===== src/rtl/seven_seg_scan_driver.sv =====
// Time-multiplexed 4-digit seven-segment driver: one shared active-low segment bus,
// per-digit active-low enables, frame-synchronous input snapshot and whole-display blink.
module seven_seg_scan_driver #(
    parameter int SCAN_CNT     = 10,
    parameter int DEAD_CNT     = 2,
    parameter int BLINK_FRAMES = 4
) (
    input  logic       clk,
    input  logic       reset_n,
    input  logic [6:0] i_seven0,
    input  logic [6:0] i_seven1,
    input  logic [6:0] i_seven2,
    input  logic [6:0] i_seven3,
    input  logic       i_blink,
    output logic [6:0] o_seg,
    output logic [3:0] o_an,
    output logic       o_frame
);

    localparam int SLOT_W = (SCAN_CNT > 1) ? $clog2(SCAN_CNT) : 1;
    localparam int K_W    = (BLINK_FRAMES > 1) ? $clog2(BLINK_FRAMES) : 1;

    localparam logic [SLOT_W-1:0] SLOT_LAST = SLOT_W'(SCAN_CNT - 1);
    localparam logic [SLOT_W-1:0] SLOT_DEAD = SLOT_W'(DEAD_CNT);
    localparam logic [K_W-1:0]    K_LAST    = K_W'(BLINK_FRAMES - 1);
    localparam logic [6:0]        SEG_OFF   = 7'h7F;
    localparam logic [3:0]        AN_OFF    = 4'hF;

    if (DEAD_CNT < 1 || DEAD_CNT >= SCAN_CNT || BLINK_FRAMES < 1) begin : g_param_check
        $error("seven_seg_scan_driver: illegal SCAN_CNT/DEAD_CNT/BLINK_FRAMES");
    end

    // slot_q/digit_q hold the frame position that the next edge presents on the outputs,
    // so the first edge after reset lands on position 0 (a frame start).
    logic [SLOT_W-1:0] slot_q, slot_d;
    logic [1:0]        digit_q, digit_d;
    logic [3:0][6:0]   shadow_q, shadow_d;
    logic              blink_en_q, blink_en_d;
    logic              phase_q, phase_d;
    logic [K_W-1:0]    k_q, k_d;
    logic [6:0]        seg_q, seg_d;
    logic [3:0]        an_q, an_d;
    logic              frame_q, frame_d;

    logic              frame_start;
    logic              blank;

    always_comb begin
        frame_start = (slot_q == '0) && (digit_q == 2'd0);

        slot_d  = slot_q;
        digit_d = digit_q;
        if (slot_q == SLOT_LAST) begin
            slot_d  = '0;
            digit_d = digit_q + 2'd1;
        end else begin
            slot_d  = slot_q + SLOT_W'(1);
        end

        shadow_d   = shadow_q;
        blink_en_d = blink_en_q;
        phase_d    = phase_q;
        k_d        = k_q;
        if (frame_start) begin
            shadow_d = {i_seven3, i_seven2, i_seven1, i_seven0};
            if (!i_blink) begin
                blink_en_d = 1'b0;
                k_d        = '0;
                phase_d    = 1'b0;
            end else if (!blink_en_q) begin
                blink_en_d = 1'b1;
                k_d        = '0;
                phase_d    = 1'b0;
            end else if (k_q == K_LAST) begin
                k_d        = '0;
                phase_d    = ~phase_q;
            end else begin
                k_d        = k_q + K_W'(1);
            end
        end

        // Blink state after this edge governs the whole frame, including its first slot.
        blank   = (slot_q < SLOT_DEAD) || (blink_en_d && phase_d);
        seg_d   = blank ? SEG_OFF : shadow_d[digit_q];
        an_d    = blank ? AN_OFF : ~(4'b0001 << digit_q);
        frame_d = frame_start;
    end

    always_ff @(posedge clk or negedge reset_n) begin
        if (!reset_n) begin
            slot_q     <= '0;
            digit_q    <= 2'd0;
            shadow_q   <= {4{SEG_OFF}};
            blink_en_q <= 1'b0;
            phase_q    <= 1'b0;
            k_q        <= '0;
            seg_q      <= SEG_OFF;
            an_q       <= AN_OFF;
            frame_q    <= 1'b0;
        end else begin
            slot_q     <= slot_d;
            digit_q    <= digit_d;
            shadow_q   <= shadow_d;
            blink_en_q <= blink_en_d;
            phase_q    <= phase_d;
            k_q        <= k_d;
            seg_q      <= seg_d;
            an_q       <= an_d;
            frame_q    <= frame_d;
        end
    end

    assign o_seg   = seg_q;
    assign o_an    = an_q;
    assign o_frame = frame_q;

endmodule


===== config.mk =====
export PLATFORM = sky130hd
export DESIGN_NAME = seven_seg_scan_driver
export DESIGN_NICKNAME = d
export VERILOG_FILES = /design/src/rtl/seven_seg_scan_driver.sv
export SDC_FILE = /design/constraint.sdc
export NUM_CORES = 1
export LEC_CHECK = 0
export CORE_UTILIZATION = 30
export CTS_BUF_LIST = sky130_fd_sc_hd__clkbuf_4 sky130_fd_sc_hd__clkbuf_8
export CTS_CLUSTER_DIAMETER = 50
export DETAILED_ROUTE_END_ITERATION = 12
export SLEW_MARGIN = 20
export SYNTH_ARGS = -nofsm -noshare
export SYNTH_HDL_FRONTEND = slang
export SYNTH_SLANG_ARGS = --single-unit

===== constraint.sdc =====
create_clock -name clk -period 2.59 [get_ports clk]
set_input_delay 0.259 -clock clk [delete_from_list [all_inputs] [get_ports clk]]
set_output_delay 0.259 -clock clk [all_outputs]
set_load 0.02 [all_outputs]

Word-level counts from Yosys, hierarchy flattened:

Index checks and enable logic that the tools add are counted.

* order comparisons: 2
* bitwise gates (word level): 2
* add/subtract/negate cells: 3
* equal/unequal tests: 2
* reductions and logical operators: 5
* shift-type cells: 1
* multiplexer cells: 15

Operators by type and width (number)
* $mux W28: 1
* $bmux W7 S2: 1
* $mux W7: 2
* $mux W4: 2
* $mux W1: 6
* $mux W2: 3
* $add A2 B1 Y2 const B: 2
* $add A4 B1 Y4 const B: 1
* $eq A4 B4 Y1 const B: 1
* $logic_not A4 Y1: 1
* $lt A4 B2 Y1 const B: 1
* $not A4 Y4: 1
* $shl A1 B2 Y4 const A: 1
* $lt A2 B3 Y1 const B: 1
* $eq A2 B2 Y1 const B: 1
* $logic_and A1 B1 Y1: 2
* $logic_not A2 Y1: 1
* $logic_or A1 B1 Y1: 1
* $not A1 Y1: 1

* output and inout port bits: 12
* input port bits: 31
* flip-flop bits (word level): 50
* logic and storage cells: 42

Depth between registers and ports, before layout:

Gate-level depths: netlist of the first run.

* depth after elaboration: 8
* mapped depth: 11
* depth with buffers taken out: 7

Worst setup path after synthesis of the first run:

Ideal clock, no wire load.

* path kind: register to register
* start: register digit_q[0]
* end: register seg_q[5] (netlist: o_seg[5])
* slack: 0.676 ns
* cell stages (with the launch flop): 10
* library setup time: 0.083 ns
* buffers on the path: 2
* required time: 2.507 ns
* period minus slack after synthesis: 1.914 ns
* arrival: 1.831 ns
* path through: dfrtp_1 -> buf_2 -> inv_2 -> ha_1 -> nor2b_1 -> buf_2 -> nand2_4 -> inv_2 -> and3_1 -> o32a_1

* longest elaborated chain between the ends: 6

Ends and longest elaborated chain
* start: declaration: RTL line 36 `logic [1:0] digit_q, digit_d;`
* start signal: assignment: RTL line 102 `digit_q <= digit_d;`
* $logic_not A2 Y1: RTL line 49 `frame_start = (slot_q == '0) && (digit_q == 2'd0);`
* $logic_and A1 B1 Y1: RTL line 49
* $mux W28 / $mux W1 (equally long branches): RTL line 64 `if (frame_start) begin`
* $bmux W7 S2 / $logic_and A1 B1 Y1 (equally long branches): RTL line 84, 83
* $mux W7 (not written as such) / $logic_or A1 B1 Y1 (equally long branches): RTL line 84, 83
* $mux W7 *: RTL line 84 `seg_d = blank ? SEG_OFF : shadow_d[digit_q];`
* net seg_d[5]: RTL line 41 `logic [6:0] seg_q, seg_d;`
* end signal: assignment: RTL line 107 `seg_q <= seg_d;`
* end: declaration: RTL line 41

Mark *: on every way through the listed nets, which the timed path passes. The rest lies on a longest branch. The select of a mux whose other input is x is not followed.
A chain may end at the register's enable or synchronous reset.

Worst setup path after layout of the first run:

Same ends and word-level chain as after synthesis.

==> metrics.log, run 1 <==
INFO  metric netlist_instances = 258
INFO  metric first_iter_violations = between 100 and 150
INFO  metric postCtsHoldBufs = 0
INFO  metric yosys_register_bits = 50
INFO  metric power_density = 495 nW/um2
INFO  metric drtPass1Iterations = 4
INFO  metric number_of_pins_exceeding_their_max_slew_limit_in_the_final_report = 0
INFO  metric synth.net_count = 294
INFO  metric antenna_found_initial = 0
INFO  metric worstPathArrival = 2.37 ns
INFO  metric numCtsBuffers = 5
INFO  metric worst_path_most_repeated_cell = sky130_fd_sc_hd__inv_2
INFO  metric syn-cell-area = 2370 um2
INFO  metric post-route-min-period = 2.14 ns
INFO  metric clock_tree.htree_level_count = 2
INFO  metric r2r_setup_slack = 0.45 ns
INFO  metric grt_total_usage = 0.140
INFO  metric count_of_antenna_violating_nets_left_after_detailed_routing = 0
INFO  metric fillerInstances = ~800
INFO  metric worst_slew_margin_rel = 0.552
INFO  metric avgSynthCellArea = 9.19 um2
INFO  metric rsz0062_at_grt = no
INFO  metric dp.final_hpwl = 3.58 mm
INFO  metric power.leakage = 1.28 nW
INFO  metric cp-start-kind = flop
INFO  metric drt_wl_total = about 5.6 mm
INFO  metric finalNetCount = between 300 and 400
INFO  metric min-delay-path-class = primary input to async pin
INFO  metric status = finished, violations left
INFO  metric final.setup.tns = 0 ns
INFO  metric highest_clock_rate = 0.468 GHz
INFO  metric clock_tree_from_tritoncts = done
INFO  metric timing.final.hold_violations = 10
INFO  metric cp_data_required_time = 2.82 ns
INFO  metric crit_path_max_fanout = 34
INFO  metric number_of_gates_given_a_new_drive_strength_after_cts = 0
INFO  metric wl_per_cell = 13.9 um
INFO  metric worst_path_largest_cell_delay = 0.46 ns
INFO  metric final_core_utilization = 0.386
INFO  metric areaGrowthSynthToFinish = 25.2%
INFO  metric grt_pass1_wl = just over 9 mm
INFO  metric timing.rr.start = digit_q[0]$_DFFE_PN0N_
INFO  metric area.sequential = 1300 um2
INFO  metric worst_path_max_delay_cell = sky130_fd_sc_hd__inv_2
INFO  metric initial_core_util = 0.308
INFO  metric remaining_routing_drc_violations = 0
INFO  metric clock_path_buffers = 2
INFO  metric critPathTopFamily = buffers and inverters
INFO  metric worstSetupEndpointType = flop
INFO  metric cts_root_buf = sky130_fd_sc_hd__clkbuf_8
INFO  metric ys_types = 34
INFO  metric worst_pin_slew = between 0.6 and 0.7 ns
INFO  metric crit_type = flop to flop
INFO  metric multi_input_comb_area = 960 um2
INFO  metric floorplan.die.height = 90.9 um
INFO  metric floorplan.die.width = around 90 um
INFO  metric row_count = 32
INFO  metric number_of_buffers_and_inverters_on_the_critical_path = 2
INFO  metric diode_count = 0
INFO  metric grt_start_max_net_pins = 46
INFO  metric floorplan.die_area = between 8000 and 9000 um2
INFO  metric route.detailed.vias_per_inst = approximately 4.7
INFO  metric final_setup_viols = 0
INFO  metric worstPathCellList = inv_2, ha_1, nor2b_1, nand2_4, inv_2, a21oi_1, o32a_1
INFO  metric cts.clk_slew.worst_paths = 0.09 ns
INFO  metric cts_num_sinks = 50
INFO  metric worst_ir_drop_vdd = 0.203 mV
INFO  metric vias = 1881
INFO  metric buffer_ports.inserted = 42
INFO  metric max_cap_viol_count = 0
INFO  metric post_route_cells_drive_above_1_share = 0.197
INFO  metric grt_pass1_vias = 1875
INFO  metric timing.final.crit_share = 0.825
INFO  metric core_region = 7690 um2
INFO  metric final.setup_skew = 0.00917 ns
INFO  metric globalRouteOverflowTotal = 0
INFO  metric gp_congestion = 0.705
INFO  metric post_cts.repair.setup_buffers = 0
INFO  metric clock_latency = 0.30 ns
INFO  metric synth.yosys.warnings = 0
INFO  metric seq_area_frac_synth = 0.549
INFO  metric ios = 43
INFO  metric violations = hold timing
INFO  metric final.hold.worst_slack = -0.0142 ns
INFO  metric layout_commonest_cell = sky130_fd_sc_hd__nand2_1
INFO  metric layout_common_cells = 110 x sky130_fd_sc_hd__nand2_1, 41 x sky130_fd_sc_hd__clkdlybuf4s50_1, 39 x sky130_fd_sc_hd__dfstp_2
INFO  metric reg2reg_to = o_seg[5]$_DFF_PN1_
INFO  metric rr_worst_depth = 7
-- cell usage after synthesis (all sizes together) --
library cell	instances	share of area
xnor2	2	0.0074
nor3	7	0.020
a31oi	13	0.034
nand3	8	0.017
a21o	2	0.0063
a2bb2oi	1	0.0037
dfstp	39	0.43
nor4	2	0.0053
a21oi	2	0.0042
buf	10	0.029
clkbuf	5	0.0079
o32a	1	0.0042
mux2i	1	0.0042
nor4b	1	0.0037
o21ai	6	0.013
or3	1	0.0026
dfrtp	11	0.12
a311oi	6	0.022
ha	5	0.026
nor2b	1	0.0026
a22oi	6	0.019
a22o	1	0.0037
and3	2	0.0053
o211ai	1	0.0032
nand2b	7	0.018
nand2	111	0.18
inv	6	0.0095
-- worst max-delay path by stage --
stage,from,end,slack (ns),cells after the start
2_1_floorplan,digit_q[0]$_DFFE_PN0N_,o_seg[5]$_DFF_PN1_,0.68,9
3_3_place_gp,digit_q[0]$_DFFE_PN0N_,o_seg[5]$_DFF_PN1_,0.57,7
3_5_place_dp,digit_q[0]$_DFFE_PN0N_,o_seg[5]$_DFF_PN1_,0.49,7
4_1_cts,digit_q[0]$_DFFE_PN0N_,o_seg[5]$_DFF_PN1_,0.48,7
5_1_grt,digit_q[0]$_DFFE_PN0N_,o_seg[6]$_DFF_PN1_,0.27,7
6_report,digit_q[0]$_DFFE_PN0N_,o_seg[5]$_DFF_PN1_,0.45,7
-- power breakdown --
| part | total [mW] | leakage, nW | switching (mW) | internal (mW) |
|---|---|---|---|---|
| logic | 0.131 | 0.680 | 0.0586 | 0.0720 |
| registers | 0.852 | 0.551 | 0.0171 | 0.835 |
| clock network | 0.487 | 0.0523 | 0.248 | 0.239 |
-- per-stage QoR --
stage,hold WS (ns),cell area [um2],worst slack [ns],power (mW),instances
detailed placement,0.329,2870,0.491,0.997,393
finish,-0.0142,2970,0.453,1.47,401
global route,0.0242,2970,0.275,1.52,401
global placement,0.331,2870,0.567,0.995,393
CTS,0.00361,2970,0.476,1.49,401
floorplan,-0.0366,2370,0.676,0.905,258
-- state kept, by name, summed over array words and instances, names as in the netlist --
signal and cells:
shadow_q 28, o_seg 7, o_an 4, slot_q 4, digit_q 2, k_q 2, blink_en_q 1, o_frame 1
phase_q 1
-- final cells by class --
type	count	area share
Multi-Input combinational cell	187	0.323
Timing Repair Buffer	48	0.155
Clock buffer	8	0.0329
Sequential cell	50	0.438
Inverter	6	0.00759
Tap cell	102	0.0430
-- logic make-up after synthesis --
family                   synth area share
AND/OR/NAND/NOR                     0.253
flip-flops                          0.549
AO/OA/AOI/OAI                       0.114
buffers and inverters              0.0465
adder cells (fa/ha/maj)            0.0264
XOR/XNOR                          0.00739
multiplexers                      0.00422
-- routing by layer --
| layer | GRT usage | part of all wire | wire length (um) |
|---|---|---|---|
| met1 | 0.183 | 0.48 | 2660 |
| met2 | 0.228 | 0.45 | 2530 |
| met3 | 0.0379 | 0.058 | 323 |
| met4 | 0.0423 | 0.011 | 61 |
| met5 | 0 | 0 | 0 |
Note: power is estimated with default switching activity, not from simulation.
==> run 2: changes to the inputs <==
- clock period: 2.59 -> 1.8 ns (I/O delays scaled with it)
==> run 2 against run 1 <==
The run now ends clean. Sequential power is 44% higher. Non-clock buffer count is 13 higher. Power increased by 50%. Count of clock-buffer cells in the layout shrank 3. First-iteration DRC count up 2.2%. Design area is 4.6% higher. Hold slack improved by 0.38 ns. Highest routed layer unchanged.
==> metrics.log, run 2 (synthesis results as in run 1) <==
INFO  metric status = finished clean (was finished, violations left)
INFO  metric initial_core_util = 0.308 (unchanged)
INFO  metric buffer_ports.inserted = 42 (unchanged)
INFO  metric grtUsageMet2 = 0.247 (was 0.228)
INFO  metric crit_path_max_fanout = 1 (was 34)
INFO  metric post_layout_total_power = 2.21 mW (was 1.47 mW)
INFO  metric route.detailed.vias_per_inst = 4.71 (was 4.69)
INFO  metric count_of_antenna_violating_nets_left_after_detailed_routing = 0 (unchanged)
INFO  metric grt_pass1_wl = 9.89 mm (was 9.09 mm)
INFO  metric cts.clk_slew.worst_paths = 0.09 ns (about the same)
INFO  metric post_route_cells_drive_above_1_share = 0.237 (was 0.197)
INFO  metric highest_clock_rate = 0.613 GHz
INFO  metric number_of_pins_exceeding_their_max_slew_limit_in_the_final_report = 0 (unchanged)
INFO  metric dp.final_hpwl = 3.96 mm (was 3.58 mm)
INFO  metric layout_commonest_cell = sky130_fd_sc_hd__nand2_1 (unchanged)
INFO  metric gp_congestion = 0.735 (was 0.705)
INFO  metric min-delay-path-class = primary input to flop (was primary input to async pin)
INFO  metric globalRouteOverflowTotal = 0 (unchanged)
INFO  metric finalNetCount = 347 (was 334)
INFO  metric clock_path_buffers = 2 (unchanged)
INFO  metric rr_worst_depth = 8 (was 7)
INFO  metric grt_pass1_vias = 1998 (was 1875)
INFO  metric remaining_routing_drc_violations = 0 (unchanged)
INFO  metric numCtsBuffers = 5 (unchanged)
INFO  metric worst_pin_slew = 0.518 ns (was 0.672 ns)
INFO  metric grt_use_met3 = 0.0328 (was 0.0379)
INFO  metric ios = 43 (unchanged)
INFO  metric final.setup_skew = 0.00859 ns (was 0.00917 ns)
INFO  metric post-route-min-period = 1.63 ns
INFO  metric floorplan.die_area = 8260 um2 (unchanged)
INFO  metric drtPass1Iterations = 4 (unchanged)
INFO  metric clock_latency = 0.31 ns (was 0.30 ns)
INFO  metric clock_tree_from_tritoncts = done (unchanged)
INFO  metric groute.layer.met1.usage = 0.202 (was 0.183)
INFO  metric cp-start-kind = flop (unchanged)
INFO  metric rsz0062_at_grt = no (unchanged)
INFO  metric power.leakage = 1.36 nW (was 1.28 nW)
INFO  metric switching_fraction_of_total_power = 0.221 (was 0.220)
INFO  metric number_of_buffers_and_inverters_on_the_critical_path = 1 (was 2)
INFO  metric largest_register_ff_count = 28 (unchanged)
INFO  metric power_density = 711 nW/um2 (was 495 nW/um2)
INFO  metric worst_slew_margin_rel = 0.655 (was 0.552)
INFO  metric critical_path_depth_in_cells = 1 (was 7)
INFO  metric global_route.peak_usage_layer = met2 (unchanged)
INFO  metric worstPathCellList = clkdlybuf4s50_1 (was inv_2, ha_1, nor2b_1, nand2_4, inv_2, a21oi_1, o32a_1)
INFO  metric p_sw = 0.488 mW (was 0.323 mW)
INFO  metric final_setup_viols = 0 (unchanged)
INFO  metric share_seq_of_total_power = 0.556 (was 0.580)
INFO  metric final.setup.tns = 0 ns (unchanged)
INFO  metric max_cap_viol_count = 0 (unchanged)
INFO  metric antenna_found_initial = 0 (unchanged)
INFO  metric wl_per_cell = 14.0 um (was 13.9 um)
INFO  metric worstPathArrival = 1.45 ns (was 2.37 ns)
INFO  metric crit_type = flop to output pin (was flop to flop)
INFO  metric grt_start_max_net_pins = 36 (was 46)
INFO  metric cellInternalPower = 1.72 mW (was 1.15 mW)
INFO  metric worstSetupEndpointType = output pin (was flop)
INFO  metric cp_data_required_time = 1.62 ns (was 2.82 ns)
INFO  metric comb_power_share = 0.088 (was 0.089)
INFO  metric vias = 1951 (was 1881)
INFO  metric cts_num_sinks = 50 (unchanged)
INFO  metric largest_register = shadow_q (unchanged)
INFO  metric first_iter_violations = 142 (was 139)
INFO  metric post_cts.repair.setup_buffers = 0 (unchanged)
INFO  metric grt_total_usage = 0.152 (was 0.140)
INFO  metric worst_path_max_delay_cell = sky130_fd_sc_hd__clkdlybuf4s50_1 (was sky130_fd_sc_hd__inv_2)
INFO  metric worst_ir_drop_vdd = 0.262 mV (was 0.203 mV)
INFO  metric row_count = 32 (unchanged)
INFO  metric clock_tree.htree_level_count = 2 (unchanged)
INFO  metric diode_count = 0 (unchanged)
INFO  metric floorplan.die.height = 90.9 um (unchanged)
INFO  metric p_clk_frac = 0.356 (was 0.331)
INFO  metric critPathTopFamily = buffers and inverters (unchanged)
INFO  metric min_delay_path_depth = 3
INFO  metric timing.final.crit_share = 0.906
INFO  metric areaGrowthSynthToFinish = 31.0% (was 25.2%)
INFO  metric core_region = 7690 um2 (unchanged)
INFO  metric drt_wl_total = 5.80 mm (was 5.58 mm)
INFO  metric floorplan.die.width = 90.9 um (unchanged)
INFO  metric timing.final.hold_violations = 0 (was 10)
INFO  metric worst_path_largest_cell_delay = 0.60 ns (was 0.46 ns)
INFO  metric cts_root_buf = sky130_fd_sc_hd__clkbuf_8 (unchanged)
INFO  metric layout_common_cells = 110 x sky130_fd_sc_hd__nand2_1, 41 x sky130_fd_sc_hd__clkdlybuf4s50_1, 39 x sky130_fd_sc_hd__dfstp_2 (unchanged)
run 2: layout make-up:
cell class / count / area (um2)
Fill cell: 797 / 4580
Sequential cell: 50 / 1300
Multi-Input combinational cell: 187 / 970
Timing Repair Buffer: 61 / 573
Tap cell: 102 / 128
Clock buffer: 5 / 68.8
Clock inverter: 3 / 40.0
Inverter: 6 / 25.0
run 2: routing by layer:
layer,share of wire,wire (um)
met1,0.47,2720
met2,0.48,2810
met3,0.040,231
met4,0.0072,42
met5,0,0
run 2: stage by stage:
stage               worst slack (ns)   util  hold WS [ns]  instances  instance area [um2]
finish                         0.169  0.404         0.361        414                 3100
global route                  0.0270  0.404         0.363        414                 3100
CTS                           0.0961  0.403         0.357        414                 3100
detailed placement             0.114  0.387         0.187        405                 2980
global placement               0.154  0.387         0.177        405                 2980
floorplan                    0.00979      -        -0.116        258                 2380
run 2: power groups by stage:
stage | sequential, mW | clock [mW] | combinational [mW]
after floorplan | 1.25 | 0 | 0.0518
after global placement | 1.24 | 0 | 0.192
after detailed placement | 1.24 | 0 | 0.194
after CTS | 1.23 | 0.805 | 0.197
after global routing | 1.23 | 0.852 | 0.215
final | 1.23 | 0.787 | 0.194
run 2: worst paths after layout:
kind	end	startpoint	slack (ns)
worst min-delay path	shadow_q[2]$_DFF_PN1_	i_seven0[2]	0.36
worst max-delay path	o_seg[0]	o_seg[0]$_DFF_PN1_	0.17
worst min register to register	shadow_q[17]$_DFF_PN1_	shadow_q[17]$_DFF_PN1_	0.46
min in group asynchronous	slot_q[1]$_DFF_PN0_	reset_n	0.37
max in group asynchronous	shadow_q[17]$_DFF_PN1_	reset_n	0.83
worst max register to register	o_seg[6]$_DFF_PN1_	digit_q[1]$_DFFE_PN0N_	0.17
run 2: repair_timing:
action,in CTS,in global routing
setup endpoints to repair,0,5
hold endpoints to repair,6,0
hold buffers,1,0
gates resized for setup,0,2
